**config.mk**
```make
export PLATFORM = sky130hd
export DESIGN_NAME = trig_capture_ctrl
export DESIGN_NICKNAME = d
export VERILOG_FILES = /design/src/rtl/trig_capture_ctrl.sv
export SDC_FILE = /design/constraint.sdc
export NUM_CORES = 1
export LEC_CHECK = 0
export BUFFER_PORTS_ARGS = -buffer_cell sky130_fd_sc_hd__buf_2
export CORE_UTILIZATION = 60
export DETAILED_ROUTE_END_ITERATION = 8
export PLACE_DENSITY = 0.89
export SLEW_MARGIN = 20
export SYNTH_ARGS = -nofsm -noshare
export SYNTH_HDL_FRONTEND = slang
export SYNTH_SLANG_ARGS = --single-unit
```
**constraint.sdc**
```tcl
create_clock -name clk -period 10.25 [get_ports clk]
set_input_delay 0.5125 -clock clk [delete_from_list [all_inputs] [get_ports clk]]
set_output_delay 0.5125 -clock clk [all_outputs]
set_load 0.05 [all_outputs]
```
**src/rtl/trig_capture_ctrl.sv**
```systemverilog
// Trigger-qualified capture controller: streams registered ADC samples into a
// circular sample RAM and freezes it once the post-trigger window is full.
module trig_capture_ctrl #(
  parameter int ADDR_W = 17,
  parameter int DEPTH  = 10000
) (
  input  logic              clk,
  input  logic              reset_n,
  input  logic [7:0]        sample_in,
  input  logic              arm,
  input  logic              force_trig,
  input  logic [7:0]        trig_level,
  input  logic              trig_slope,
  input  logic [ADDR_W-1:0] pre_len,
  output logic [7:0]        write_data_out,
  output logic [ADDR_W-1:0] address,
  output logic              write,
  output logic              cs,
  output logic              busy,
  output logic              done,
  output logic [ADDR_W-1:0] trig_addr,
  output logic [ADDR_W-1:0] start_addr
);

  typedef enum logic [2:0] {IDLE, PRE, WAIT, POST, DONE} state_t;

  localparam logic [ADDR_W-1:0] LAST = ADDR_W'(DEPTH - 1);

  state_t            state;
  logic [7:0]        prev;
  logic [ADDR_W-1:0] count;
  logic [ADDR_W-1:0] pre_lat;

  logic [ADDR_W-1:0] addr_inc;
  logic [ADDR_W-1:0] count_inc;
  logic [ADDR_W-1:0] post_len;
  logic [ADDR_W-1:0] pre_clamp;
  logic [ADDR_W-1:0] start_calc;
  logic              pre_full;
  logic              post_full;
  logic              trig_hit;

  // NOTE: every always_comb output gets a value on every path, so no latches form.
  always_comb begin
    addr_inc   = (address == LAST) ? '0 : address + 1'b1;
    count_inc  = count + 1'b1;
    post_len   = LAST - pre_lat;
    pre_clamp  = (pre_len >= ADDR_W'(DEPTH)) ? LAST : pre_len;
    pre_full   = (count_inc >= pre_lat);
    post_full  = (count_inc >= post_len);
    // Wrap-safe (address - pre_lat) mod DEPTH without relying on 2^N truncation.
    start_calc = (address >= pre_lat) ? address - pre_lat
                                      : LAST - (pre_lat - address) + 1'b1;
    trig_hit   = force_trig;
    if (trig_slope) begin
      if (prev < trig_level && write_data_out >= trig_level) trig_hit = 1'b1;
    end else begin
      if (prev > trig_level && write_data_out <= trig_level) trig_hit = 1'b1;
    end
  end

  // NOTE: sequential state uses non-blocking assignments so every register
  // samples the pre-edge values of all the others.
  always_ff @(posedge clk or negedge reset_n) begin
    if (!reset_n) begin
      state          <= IDLE;
      write_data_out <= '0;
      address        <= '0;
      write          <= 1'b0;
      cs             <= 1'b0;
      busy           <= 1'b0;
      done           <= 1'b0;
      trig_addr      <= '0;
      start_addr     <= '0;
      prev           <= '0;
      count          <= '0;
      pre_lat        <= '0;
    end else begin
      write_data_out <= sample_in;
      case (state)
        IDLE, DONE: begin
          if (arm) begin
            state   <= PRE;
            address <= '0;
            done    <= 1'b0;
            busy    <= 1'b1;
            write   <= 1'b1;
            cs      <= 1'b1;
            pre_lat <= pre_clamp;
            count   <= '0;
          end
        end
        PRE: begin
          prev    <= write_data_out;
          address <= addr_inc;
          count   <= count_inc;
          if (pre_full) state <= WAIT;
        end
        WAIT: begin
          prev <= write_data_out;
          if (trig_hit) begin
            trig_addr  <= address;
            start_addr <= start_calc;
            count      <= '0;
            if (post_len == '0) begin
              // Full pre-trigger window: the trigger sample is the last write.
              state <= DONE;
              busy  <= 1'b0;
              write <= 1'b0;
              cs    <= 1'b0;
              done  <= 1'b1;
            end else begin
              state   <= POST;
              address <= addr_inc;
            end
          end else begin
            address <= addr_inc;
          end
        end
        POST: begin
          prev  <= write_data_out;
          count <= count_inc;
          if (post_full) begin
            state <= DONE;
            busy  <= 1'b0;
            write <= 1'b0;
            cs    <= 1'b0;
            done  <= 1'b1;
          end else begin
            address <= addr_inc;
          end
        end
        default: state <= IDLE;
      endcase
    end
  end

endmodule

```
=== Word-level counts from Yosys, hierarchy flattened ===
Cells that the tools add are included.

* Bits of input ports: 38
* Output and inout port bits: 63
* Register bits after elaboration: 106

* Reductions and logical operators: 16
* Equal/unequal tests: 12
* Multiplexer cells: 29
* Order comparisons: 8
* $add $sub $neg: 7

{| class="wikitable"
|+ Operator list
! operator !! number
|-
| 17-bit two-way mux || 8
|-
| 17-bit one-hot mux with 4 select lines || 1
|-
| 17-bit by 1-bit adder with 17-bit output, second input constant || 3
|-
| 17-bit >= comparator || 3
|-
| 17-bit one-hot mux with 3 select lines || 1
|-
| 14-bit by 17-bit subtractor with 17-bit output, first input constant || 2
|-
| 17-bit subtractor || 2
|-
| 17-bit by 14-bit == test with 1-bit output, second input constant || 1
|-
| 17-bit by 14-bit >= comparator with 1-bit output, second input constant || 1
|-
| 17-bit logical NOT || 1
|-
| 3-bit two-way mux || 5
|-
| 2-bit inequality test, second input constant || 6
|-
| 3-bit one-hot mux with 4 select lines || 1
|-
| 1-bit two-way mux || 11
|-
| 8-bit >= comparator || 1
|-
| 8-bit greater-than comparator || 1
|-
| 8-bit <= comparator || 1
|-
| 8-bit < comparator || 1
|-
| 4-bit AND reduction || 2
|-
| 3-bit by 2-bit == test with 1-bit output, second input constant || 2
|-
| 1-bit one-hot mux with 3 select lines || 2
|-
| 3-bit nonzero test || 2
|-
| 5-bit AND reduction || 1
|-
| 2-bit AND reduction || 2
|-
| 9 further kinds || 11
|}

=== Longest topological paths before layout ===
Gate-level depths: netlist of the first run.

* Depth after elaboration: 6
* Mapped depth: 18
* Gate-level depth less buffers: 16

=== Least setup slack after synthesis of the first run ===
Ideal clock, no wire load.

* Kind: flip-flop to flip-flop
* Start point: register count[0]
* End point: register address[3]
* Cell stages (with the launch flop): 19
* Setup slack: 6.353 ns
* Arrival time: 3.800 ns
* Data required time: 10.153 ns
* Period minus slack after synthesis: 3.897 ns
* Cells stage by stage: dfrtp_1 -> ha_1 -> and3_1 -> and3_1 -> and3_1 -> and3_1 -> and3_1 -> xor2_1 -> ha_1 -> a21o_1 -> a21o_1 -> a21oi_1 -> o21ai_0 -> nor2b_1 -> clkbuf_1 -> or3_1 -> buf_4 -> buf_6 -> o31ai_1

* Longest elaborated chain between the ends: 4

{| class="wikitable"
|+ Ends and longest elaborated chain
! what !! line !! source
|-
| start: declaration || 31 || <nowiki>logic [ADDR_W-1:0] count;</nowiki>
|-
| start signal: assignment || 96 || <nowiki>count <= count_inc;</nowiki>
|-
| start signal: assignment || 122 || <nowiki>count <= count_inc;</nowiki>
|-
| 17-bit by 1-bit adder with 17-bit output || 46 || <nowiki>count_inc = count + 1'b1;</nowiki>
|-
| 17-bit >= comparator || 50 || <nowiki>post_full = (count_inc >= post_len);</nowiki>
|-
| 2-bit inequality test (no line) || n/a ||
|-
| 4-bit AND reduction (no line) || n/a ||
|-
| end signal: assignment || 95 || <nowiki>address <= addr_inc;</nowiki>
|-
| end signal: assignment || 114 || <nowiki>address <= addr_inc;</nowiki>
|-
| end signal: assignment || 117 || <nowiki>address <= addr_inc;</nowiki>
|-
| end: declaration || 16 || <nowiki>output logic [ADDR_W-1:0] address,</nowiki>
|}

No other way between the ends.
A chain may end at the register's enable or synchronous reset.

=== Final worst setup path of the first run ===
* Start point: register pre_lat[4]
* End point: register address[5]

* Longest elaborated chain between the ends: 4

{| class="wikitable"
|+ Ends and longest elaborated chain
! what !! line !! source
|-
| start: declaration || 32 || <nowiki>logic [ADDR_W-1:0] pre_lat;</nowiki>
|-
| start signal: assignment || 89 || <nowiki>pre_lat <= pre_clamp;</nowiki>
|-
| 14-bit by 17-bit subtractor with 17-bit output * || 47 || <nowiki>post_len = LAST - pre_lat;</nowiki>
|-
| 17-bit >= comparator / 17-bit logical NOT (equally long branches) || 50, 105 ||
|-
| 2-bit inequality test (no line) / 3-bit inequality test (equally long branches) || n/a ||
|-
| 4-bit AND reduction (no line) * || n/a ||
|}

Every way passes the cells marked *; elsewhere a longest branch is shown, timed or not.

==> results of run 1 <==
## layout make-up
type                    count  share of cell area [%]
multi-input cells         691                   55.09
flip-flops and latches    106                   29.50
repair buffers            108                   6.261
inverters                  72                   3.005
clock buffers               9                   2.505
well taps                 172                   2.393
clock inverters             6                   1.252
## flip-flops by register name (all words and copies together) (netlist names)
name	flops
address	17
busy	1
count	17
done	1
pre_lat	17
prev	8
start_addr	17
state	3
trig_addr	17
write_data_out	8
## layout by cell type (no fill, tap or decap), types with 9 or more instances in the layout
cell type    n
a211oi_1    11
a21oi_1     56
and3_1      19
buf_2       99
buf_4        9
clkbuf_16    9
dfrtp_1    106
fa_1        12
ha_1        90
inv_1       72
mux2_2      24
nand2_1     87
nand3_1     25
nand4_1     14
nor2_1      66
nor2b_1     17
nor3_1      17
nor4_1       9
o211ai_1    11
o21ai_0     67
o31ai_1     26
xnor2_1     29
xor2_1      18
## per-stage QoR
step / util [%] / cells / setup WS [ps] / hold WS [ps]
finish: 70.12 / 1164 / 5638 / 88.22
global route: 70.12 / 1164 / 5324 / 126.6
CTS: 70.10 / 1164 / 5686 / 104.9
detailed placement: 67.46 / 1149 / 5689 / 468.7
global placement: 67.46 / 1149 / 5943 / 456.2
floorplan: - / 897 / 6353 / 216.9
## logic make-up after synthesis
group | count (synthesis) | share of synthesized area [%]
DFF | 106 | 33.19
buffers and inverters | 100 | 5.088
muxes | 29 | 4.008
xor gates and xnor gates | 47 | 5.150
adders and majority gates | 102 | 17.09
and+or+nand+nor | 285 | 17.33
AOI/OAI and AO/OA | 228 | 18.14
## Yosys cell counts (9+ instances only)
cell | instances | share of area, %
o21ai_0 | 67 | 4.2
nor4_1 | 9 | 0.70
nand2_1 | 87 | 4.1
a211oi_1 | 11 | 1.0
and3_1 | 19 | 1.5
nand3_1 | 25 | 1.6
inv_1 | 72 | 3.4
xnor2_1 | 29 | 3.2
dfrtp_1 | 106 | 33
o31ai_1 | 26 | 2.4
clkbuf_1 | 18 | 0.85
xor2_1 | 18 | 2.0
nor2b_1 | 18 | 1.4
nand4_1 | 14 | 1.1
o211ai_1 | 11 | 1.0
mux2_2 | 24 | 3.4
o41ai_1 | 9 | 0.99
a21oi_1 | 56 | 3.5
ha_1 | 90 | 14
nor3_1 | 17 | 1.1
nor2_1 | 67 | 3.1
fa_1 | 12 | 3.0
## routing by layer
metal | routed length, um | track usage, % | up-vias | part of all wire [%]
li1 | - | - | 3380 | -
met1 | 8535 | 38.70 | 3321 | 42
met2 | 9256 | 48.41 | 314 | 45
met3 | 1791 | 7.393 | 68 | 8.7
met4 | 901 | 16.31 | 0 | 4.4
met5 | 0 | 0 | - | 0
## worst max-delay path by stage
stage                             to  slack, ps
after floorplan           address[3]       6350
after detailed placement  address[5]       5690
final                     address[5]       5640
after CTS                 address[5]       5690
after global placement    address[5]       5940
after global routing      address[5]       5320
## power by group through the flow
stage               logic [mW]  clock network (mW)  registers [mW]
CTS                       1.36               0.405           0.604
detailed placement        1.34                   0           0.611
global route              1.50               0.419           0.620
floorplan                0.878                   0           0.775
finish                    1.37               0.400           0.606
global placement          1.31                   0           0.607
## worst max-delay path: cells and delay by family, from the launching register on
kind	cells	cell delay, ps
xor gates and xnor gates	1	210
AOI/OAI and AO/OA	6	1320
and+or+nand+nor	4	1420
buffers and inverters	2	430
adders and majority gates	2	630
DFF	1	460
==> results.py, run 1 <==
metrics = {
    "worst_setup_path": {
        "crit_chain": "inv_1, ha_1, nor3b_1, nor2_1, o31ai_1, xnor2_1, ha_1, a21o_1, a21o_1, a21oi_1, o21ai_0, nor2b_1, buf_4, or3_1, o41ai_1",
        "startpoint": "pre_lat[4]",
        "crit_arrival_ps": 4850,
        "r2r-start": "pre_lat[4]",
        "slowest_stage": "or3_1",
        "cp-start-kind": "register",
        "endpoint_kind": "register",
        "cp_slowest_stage_delay_ps": 610,
        "rr_worst_depth": 15,
        "crit_type": "register to register",
        "crit_fanout": 18,
        "required_ps": 10490,
        "timing.rr.end": "address[5]",
        "rrSetupSlack_ps": 5640,
    },
    "yosys": {
        "synthesis.nets": 1037,
        "yosysWarnings": 0,
        "synthesis.area_um2": 7993,
        "ys_types": 56,
        "ys_seq_area_share_pct": 33.19,
        "ys_seq_elements": 106,
        "synth_edf_count": 0,
        "synth_flop_cell": "dfrtp_1",
        "syn_inst": 897,
        "avgSynthCellArea_um2": 8.910,
        "synthArstFlopShare_pct": 100.0,
    },
    "finish": {
        "multi_input_area_um2": 4954,
        "finalNetCount": 1128,
        "fill_cells": 991,
        "final_cell_area_um2": 8992,
        "diodes": 0,
        "syn2layout_area_growth_pct": 12.51,
        "seq_area_um2": 2653,
        "drive_gt1_share_pct": 16.03,
    },
    "grt": {
        "grt_pass1_vias": 6893,
        "grt_pass1_wl_mm": 33.69,
        "grt_max_degree": 73,
        "grt_usage_pct": 30.60,
        "overflow": 0,
        "grt_antenna_before_repair": 0,
    },
    "pwr": {
        "clockPowerShare_pct": 16.8,
        "finalPower_mw": 2.374,
        "cellLeakagePower_nw": 4.479,
        "power.internal_mw": 1.244,
        "max-vdd-ir-drop_mv": 0.2227,
        "power_frac_comb_pct": 57.6,
        "pwr-share-seq_pct": 25.5,
        "cellPowerDensity_nw_per_um2": 264.0,
        "switching_share_pct": 47.59,
        "p_switching_mw": 1.130,
    },
    "clock_network": {
        "cts_buffers": 9,
        "ctsHoldBuffers": 0,
        "post_cts_resized": 0,
        "htreeDepth": 3,
        "clock-sinks": 106,
        "cts_tree": "done",
        "clockBufferDepth": 2,
        "postCtsSetupRepairBufs": 0,
        "clkTransAtPathRegs_ps": 80,
        "clk_latency_ps": 370,
        "cts_root_buf": "clkbuf_16",
    },
    "timing": {
        "timing.fmax_mhz": 216.8,
        "worst_slew_pin_slew_ps": 1106,
        "tns_ps": 0,
        "hold_viol_final": 0,
        "min_period_ps": 4612,
        "finalSetupViolCount": 0,
        "final_max_slew_viol_count": 0,
        "fin_crit_sh_pct": 45.00,
        "rsz0062_at_grt": "no",
        "fin_skew_ps": 11.79,
        "slew_headroom_pct": 25.62,
    },
    "floorplan": {
        "die_area_um2": 13790,
        "die_y_um": 117.4,
        "rows": 41,
        "initial_utilization_pct": 62.32,
        "io_pins": 101,
        "die_w_um": 117.4,
        "core-area_um2": 12820,
    },
    "detailed_routing": {
        "drtIter0Drc": 525,
        "num_vias": 7083,
        "detail-route-antenna-nets": 0,
        "drc": 0,
        "viasPerCell": 6.085,
        "routedWlPerCell_um": 17.60,
        "wirelength_mm": 20.48,
        "dr.pass1.iters": 7,
    },
    "placement": {
        "place.port_buffers": 100,
        "post_dp_cell_area_um2": 8652,
        "hpwl_mm": 15.54,
        "place.gp.congestion": 0.9719,
    },
    "job": {
        "cap_violations": 0,
    },
    "outcome": {
        "status": "completed",
    },
    "min_path": {
        "hp-class": "input pin to asynchronous set/reset pin",
    },
}
Power figures use the tool's default switching activity.
==> run 2: changes to the inputs <==
--- a/config.mk
+++ b/config.mk
@@ -6,9 +6,9 @@
 export NUM_CORES = 1
 export LEC_CHECK = 0
 export BUFFER_PORTS_ARGS = -buffer_cell sky130_fd_sc_hd__buf_2
-export CORE_UTILIZATION = 60
+export CORE_UTILIZATION = 59
 export DETAILED_ROUTE_END_ITERATION = 8
-export PLACE_DENSITY = 0.89
+export PLACE_DENSITY = 0.88
 export SLEW_MARGIN = 20
 export SYNTH_ARGS = -nofsm -noshare
 export SYNTH_HDL_FRONTEND = slang
==> constraint.sdc (replaced) <==
create_clock -name clk -period 4.52 [get_ports clk]
set_input_delay 0.226 -clock clk [delete_from_list [all_inputs] [get_ports clk]]
set_output_delay 0.226 -clock clk [all_outputs]
set_load 0.05 [all_outputs]
==> results.py, run 2 (synthesized netlist as in run 1, its figures left out) <==
metrics = {
    "grt": {
        "grt_pass1_vias": 6874,
        "grt_max_degree": 73,
        "overflow": 0,
        "grt_pass1_wl_mm": 33.87,
        "grt_usage_pct": 30.66,
        "grt_antenna_before_repair": 0,
    },
    "finish": {
        "layout_common_cells": "105 x dfrtp_1, 99 x buf_2, 90 x ha_1",
        "finalNetCount": 1140,
        "diodes": 0,
        "layout_commonest_cell": "dfrtp_1",
        "final_cell_area_um2": 9079,
        "drive_gt1_share_pct": 16.33,
        "syn2layout_area_growth_pct": 13.59,
    },
    "timing": {
        "final_max_slew_viol_count": 0,
        "hold_viol_final": 5,
        "holdWs_ps": -10.78,
        "timing.fmax_mhz": 237.8,
        "slew_headroom_pct": 34.62,
        "fin_crit_sh_pct": 93.03,
        "min_period_ps": 4205,
        "worst_slew_pin_slew_ps": 977.0,
        "fin_skew_ps": 7.502,
        "rsz0062_at_grt": "no",
        "tns_ps": 0,
        "finalSetupViolCount": 0,
    },
    "worst_setup_path": {
        "timing.rr.end": "address[11]",
        "endpoint": "address[11]",
        "crit_fanout": 9,
        "required_ps": 4780,
        "rrSetupSlack_ps": 320,
        "slowest_stage": "or3_4",
        "crit_type": "register to register",
        "rr_worst_depth": 16,
        "startpoint": "count[0]",
        "cp-start-kind": "register",
        "r2r-start": "count[0]",
        "endpoint_kind": "register",
        "crit_arrival_ps": 4460,
        "crit_top_cell": "and3_1",
        "cp_slowest_stage_delay_ps": 440,
        "crit_chain": "ha_1, and3_1, and3_1, and3_1, and3_1, and3_1, xor2_1, ha_1, a21o_1, a21o_1, a21oi_1, o21ai_1, nor2b_1, or3_4, buf_4, o31ai_1",
    },
    "detailed_routing": {
        "dr_wl_met2_mm": 9.616,
        "detail-route-antenna-nets": 0,
        "met1_length_mm": 8.566,
        "wirelength_mm": 20.74,
        "viasPerCell": 6.046,
        "drtIter0Drc": 637,
        "dr.pass1.iters": 5,
        "top_layer_used": "met4",
        "routedWlPerCell_um": 17.58,
        "met3RoutedLength_mm": 1.882,
        "num_vias": 7134,
        "drc": 0,
    },
    "placement": {
        "place.port_buffers": 100,
        "hpwl_mm": 15.63,
        "post_dp_cell_area_um2": 8692,
        "place.gp.congestion": 0.9455,
    },
    "clock_network": {
        "cts_tree": "done",
        "clockBufferDepth": 2,
        "clk_latency_ps": 360,
        "postCtsSetupRepairBufs": 0,
        "htreeDepth": 3,
        "cts_root_buf": "clkbuf_16",
        "cts_buffers": 9,
        "clock-sinks": 106,
        "clkTransAtPathRegs_ps": 70,
    },
    "outcome": {
        "failed_checks": "negative hold slack",
        "status": "complete, but fails checks",
    },
    "min_path": {
        "hp-class": "input pin to asynchronous set/reset pin",
    },
    "pwr": {
        "cellLeakagePower_nw": 4.507,
        "max-vdd-ir-drop_mv": 0.5274,
        "cellPowerDensity_nw_per_um2": 588.2,
    },
    "floorplan": {
        "rows": 42,
        "initial_utilization_pct": 60.36,
        "die_area_um2": 14020,
        "die_y_um": 118.4,
        "core-area_um2": 13240,
        "io_pins": 101,
        "die_w_um": 118.4,
    },
    "job": {
        "cap_violations": 0,
    },
}
-- run 2: per-layer routing --
layer  vias to the layer above  GRT usage, %
met5                         -             0
met4                         0         13.29
met3                        49         5.936
met2                       346         49.23
met1                      3323         40.44
li1                       3416             -
-- run 2: area by class of cell --
cell class | instances | area [um^2]
clock buffers | 9 | 225.2
repair buffers | 120 | 673.1
clock inverters | 6 | 75.07
multi-input cells | 691 | 4961
inverters | 72 | 270.3
fillers | 1031 | 4164
well taps | 176 | 220.2
flip-flops and latches | 106 | 2654
-- run 2: through the flow --
step	power, mW	std cells	utilization [%]	setup slack (ps)
2_1_floorplan	3.750	897	-	623.4
3_3_place_gp	4.391	1157	65.64	372.1
3_5_place_dp	4.462	1157	65.64	224.2
4_1_cts	5.315	1180	68.51	162.6
5_1_grt	5.726	1180	68.56	1.156
6_report	5.340	1180	68.56	315.0
-- run 2: how the worst min path moves through the flow --
stage,start,end,slack (ps),cells after the start
floorplan,reset_n,address[0],-70,0
global placement,sample_in[7],write_data_out[7],340,1
detailed placement,sample_in[5],write_data_out[5],340,1
CTS,reset_n,write_data_out[6],40,1
global route,reset_n,write_data_out[6],80,1
finish,reset_n,prev[6],-10,1
-- run 2: report_power, final --
part	switching [mW]	leakage [nW]	total [mW]	internal (mW)
Combinational	1.98	3.01	3.13	1.16
Clock	0.386	0.144	0.822	0.436
Sequential	0.219	1.35	1.38	1.17
Total	2.58	4.51	5.34	2.76
-- run 2: timing repair --
item	in CTS	in global routing
hold endpoints to repair	8	0
hold buffers	8	0
endpoints found under the setup margin	0	17
resized for setup	0	3
-- run 2: critical path, delay by kind of cell, from the launching register on --
kind	cells	cell delay [ps]
flip-flops	1	430
AO/OA/AOI/OAI	5	860
buffers and inverters	1	190
AND/OR/NAND/NOR	7	1880
XOR/XNOR	1	220
adder cells (fa/ha/maj)	2	510
==> run 3: changes to the inputs <==
==> constraint.sdc (replaced) <==
create_clock -name clk -period 4.35 [get_ports clk]
set_input_delay 0.2175 -clock clk [delete_from_list [all_inputs] [get_ports clk]]
set_output_delay 0.2175 -clock clk [all_outputs]
set_load 0.05 [all_outputs]
==> results.py, run 3 (synthesized netlist as in run 1, its figures left out) <==
metrics = {
    "clock_network": {
        "htreeDepth": 3,
        "cts_buffers": 9,
        "clkTransAtPathRegs_ps": 80,
        "clock-sinks": 106,
        "cts_root_buf": "clkbuf_16",
        "clockBufferDepth": 2,
        "clk_latency_ps": 370,
        "postCtsSetupRepairBufs": 0,
        "cts_tree": "done",
    },
    "worst_setup_path": {
        "endpoint_kind": "register",
        "crit_fanout": 17,
        "r2r-start": "count[0]",
        "crit_arrival_ps": 4340,
        "required_ps": 4610,
        "crit_type": "register to register",
        "startpoint": "count[0]",
        "cp-start-kind": "register",
    },
    "min_path": {
        "hp-class": "input pin to asynchronous set/reset pin",
    },
    "floorplan": {
        "initial_utilization_pct": 60.36,
        "die_y_um": 118.4,
        "die_w_um": 118.4,
        "rows": 42,
        "io_pins": 101,
        "core-area_um2": 13240,
        "die_area_um2": 14020,
    },
    "timing": {
        "fin_crit_sh_pct": 93.91,
        "fin_ws_ps": 264.9,
        "hold_viol_final": 3,
        "rsz0062_at_grt": "no",
        "timing.fmax_mhz": 244.8,
        "worst_slew_pin_slew_ps": 978.4,
        "slew_headroom_pct": 34.53,
        "finalSetupViolCount": 0,
        "min_period_ps": 4085,
        "fin_skew_ps": 12.30,
        "final_max_slew_viol_count": 0,
        "holdWs_ps": -6.488,
        "tns_ps": 0,
    },
    "grt": {
        "overflow": 0,
        "grt_busiest_layer": "met2",
        "grt_usage_pct": 31.09,
        "use_met1_pct": 39.84,
        "grt_pass1_vias": 6998,
        "grt_max_degree": 73,
        "use_met2_pct": 49.85,
        "grt_pass1_wl_mm": 34.40,
        "grt_util_met3_pct": 6.805,
        "grt_antenna_before_repair": 0,
    },
    "pwr": {
        "cellLeakagePower_nw": 4.495,
        "cellPowerDensity_nw_per_um2": 610.4,
        "max-vdd-ir-drop_mv": 0.5447,
        "finalPower_mw": 5.533,
    },
    "placement": {
        "placed_cells": 1155,
        "pre_cts_ws_ps": 114.9,
        "place.gp.congestion": 0.9537,
        "place.port_buffers": 100,
        "post_dp_cell_area_um2": 8677,
        "hpwl_mm": 15.70,
    },
    "finish": {
        "fill_cells": 1023,
        "finalNetCount": 1138,
        "syn2layout_area_growth_pct": 13.40,
        "layout_commonest_cell": "dfrtp_1",
        "final_cell_area_um2": 9064,
        "drive_gt1_share_pct": 16.35,
        "diodes": 0,
        "layout_common_cells": "105 x dfrtp_1, 99 x buf_2, 90 x ha_1",
        "instances_no_fill": 1179,
    },
    "detailed_routing": {
        "drtIter0Drc": 528,
        "dr.pass1.iters": 5,
        "routedWlPerCell_um": 17.84,
        "num_vias": 7303,
        "wirelength_mm": 21.03,
        "viasPerCell": 6.194,
        "detail-route-antenna-nets": 0,
        "drc": 0,
    },
    "job": {
        "cap_violations": 0,
    },
    "outcome": {
        "failed_checks": "negative hold slack",
        "status": "complete, but fails checks",
    },
}
## run 3: repair_timing
action | in CTS | in global routing
hold buffers | 8 | 0
hold endpoints to repair | 8 | 0
gates resized for setup | 0 | 3
setup endpoints to repair | 0 | 18
## run 3: where the power goes
group	switching [mW]	total [mW]	internal [mW]
Sequential	0.228	1.44	1.21
Clock	0.421	0.826	0.405
Combinational	2.08	3.27	1.19
Total	2.73	5.53	2.81
## run 3: worst max-delay path, cell delays in order (launching register included)
cell and delay, ps:
dfrtp_2 420, ha_1 230, and3_1 210, and3_1 240
and3_1 260, and3_1 240, and3_1 250, nand3_1 110
xnor2_1 180, ha_1 320, and4_1 200, o221ai_1 100
o21ai_0 200, nor2b_1 320, buf_4 300, nor3_2 80
mux2_2 310
## run 3: cell type report
cell class	count	area, um^2	share of cell area (%)
multi-input combinational	691	4966	54.79
sequential	106	2654	29.28
timing repair buffer	118	658.1	7.261
inverter	72	270.3	2.982
clock buffer	9	225.2	2.485
tap	176	220.2	2.430
clock inverter	7	70.07	0.7731
## run 3: routing by layer
layer	wire length [um]	part of all wire, %
met3	1863	8.9
met2	9732	46
met1	8677	41
met4	760	3.6
met5	0	0
## run 3: metrics by stage
stage | hold slack, ps | utilization, %
floorplan | -78.09 | -
global placement | 328.1 | 65.52
detailed placement | 326.8 | 65.52
CTS | 29.63 | 68.36
global route | 55.37 | 68.44
finish | -6.488 | 68.44
## run 3: worst paths after layout
path	end	slack [ps]	cells after the start
max in group asynchronous	address[15]	3360	2
worst min register to register	done	480	1
worst max register to register	address[1]	260	16
worst max-delay path	address[1]	260	16
min in group clk	pre_lat[12]	100	3
worst min-delay path	write_data_out[5]	-6	1
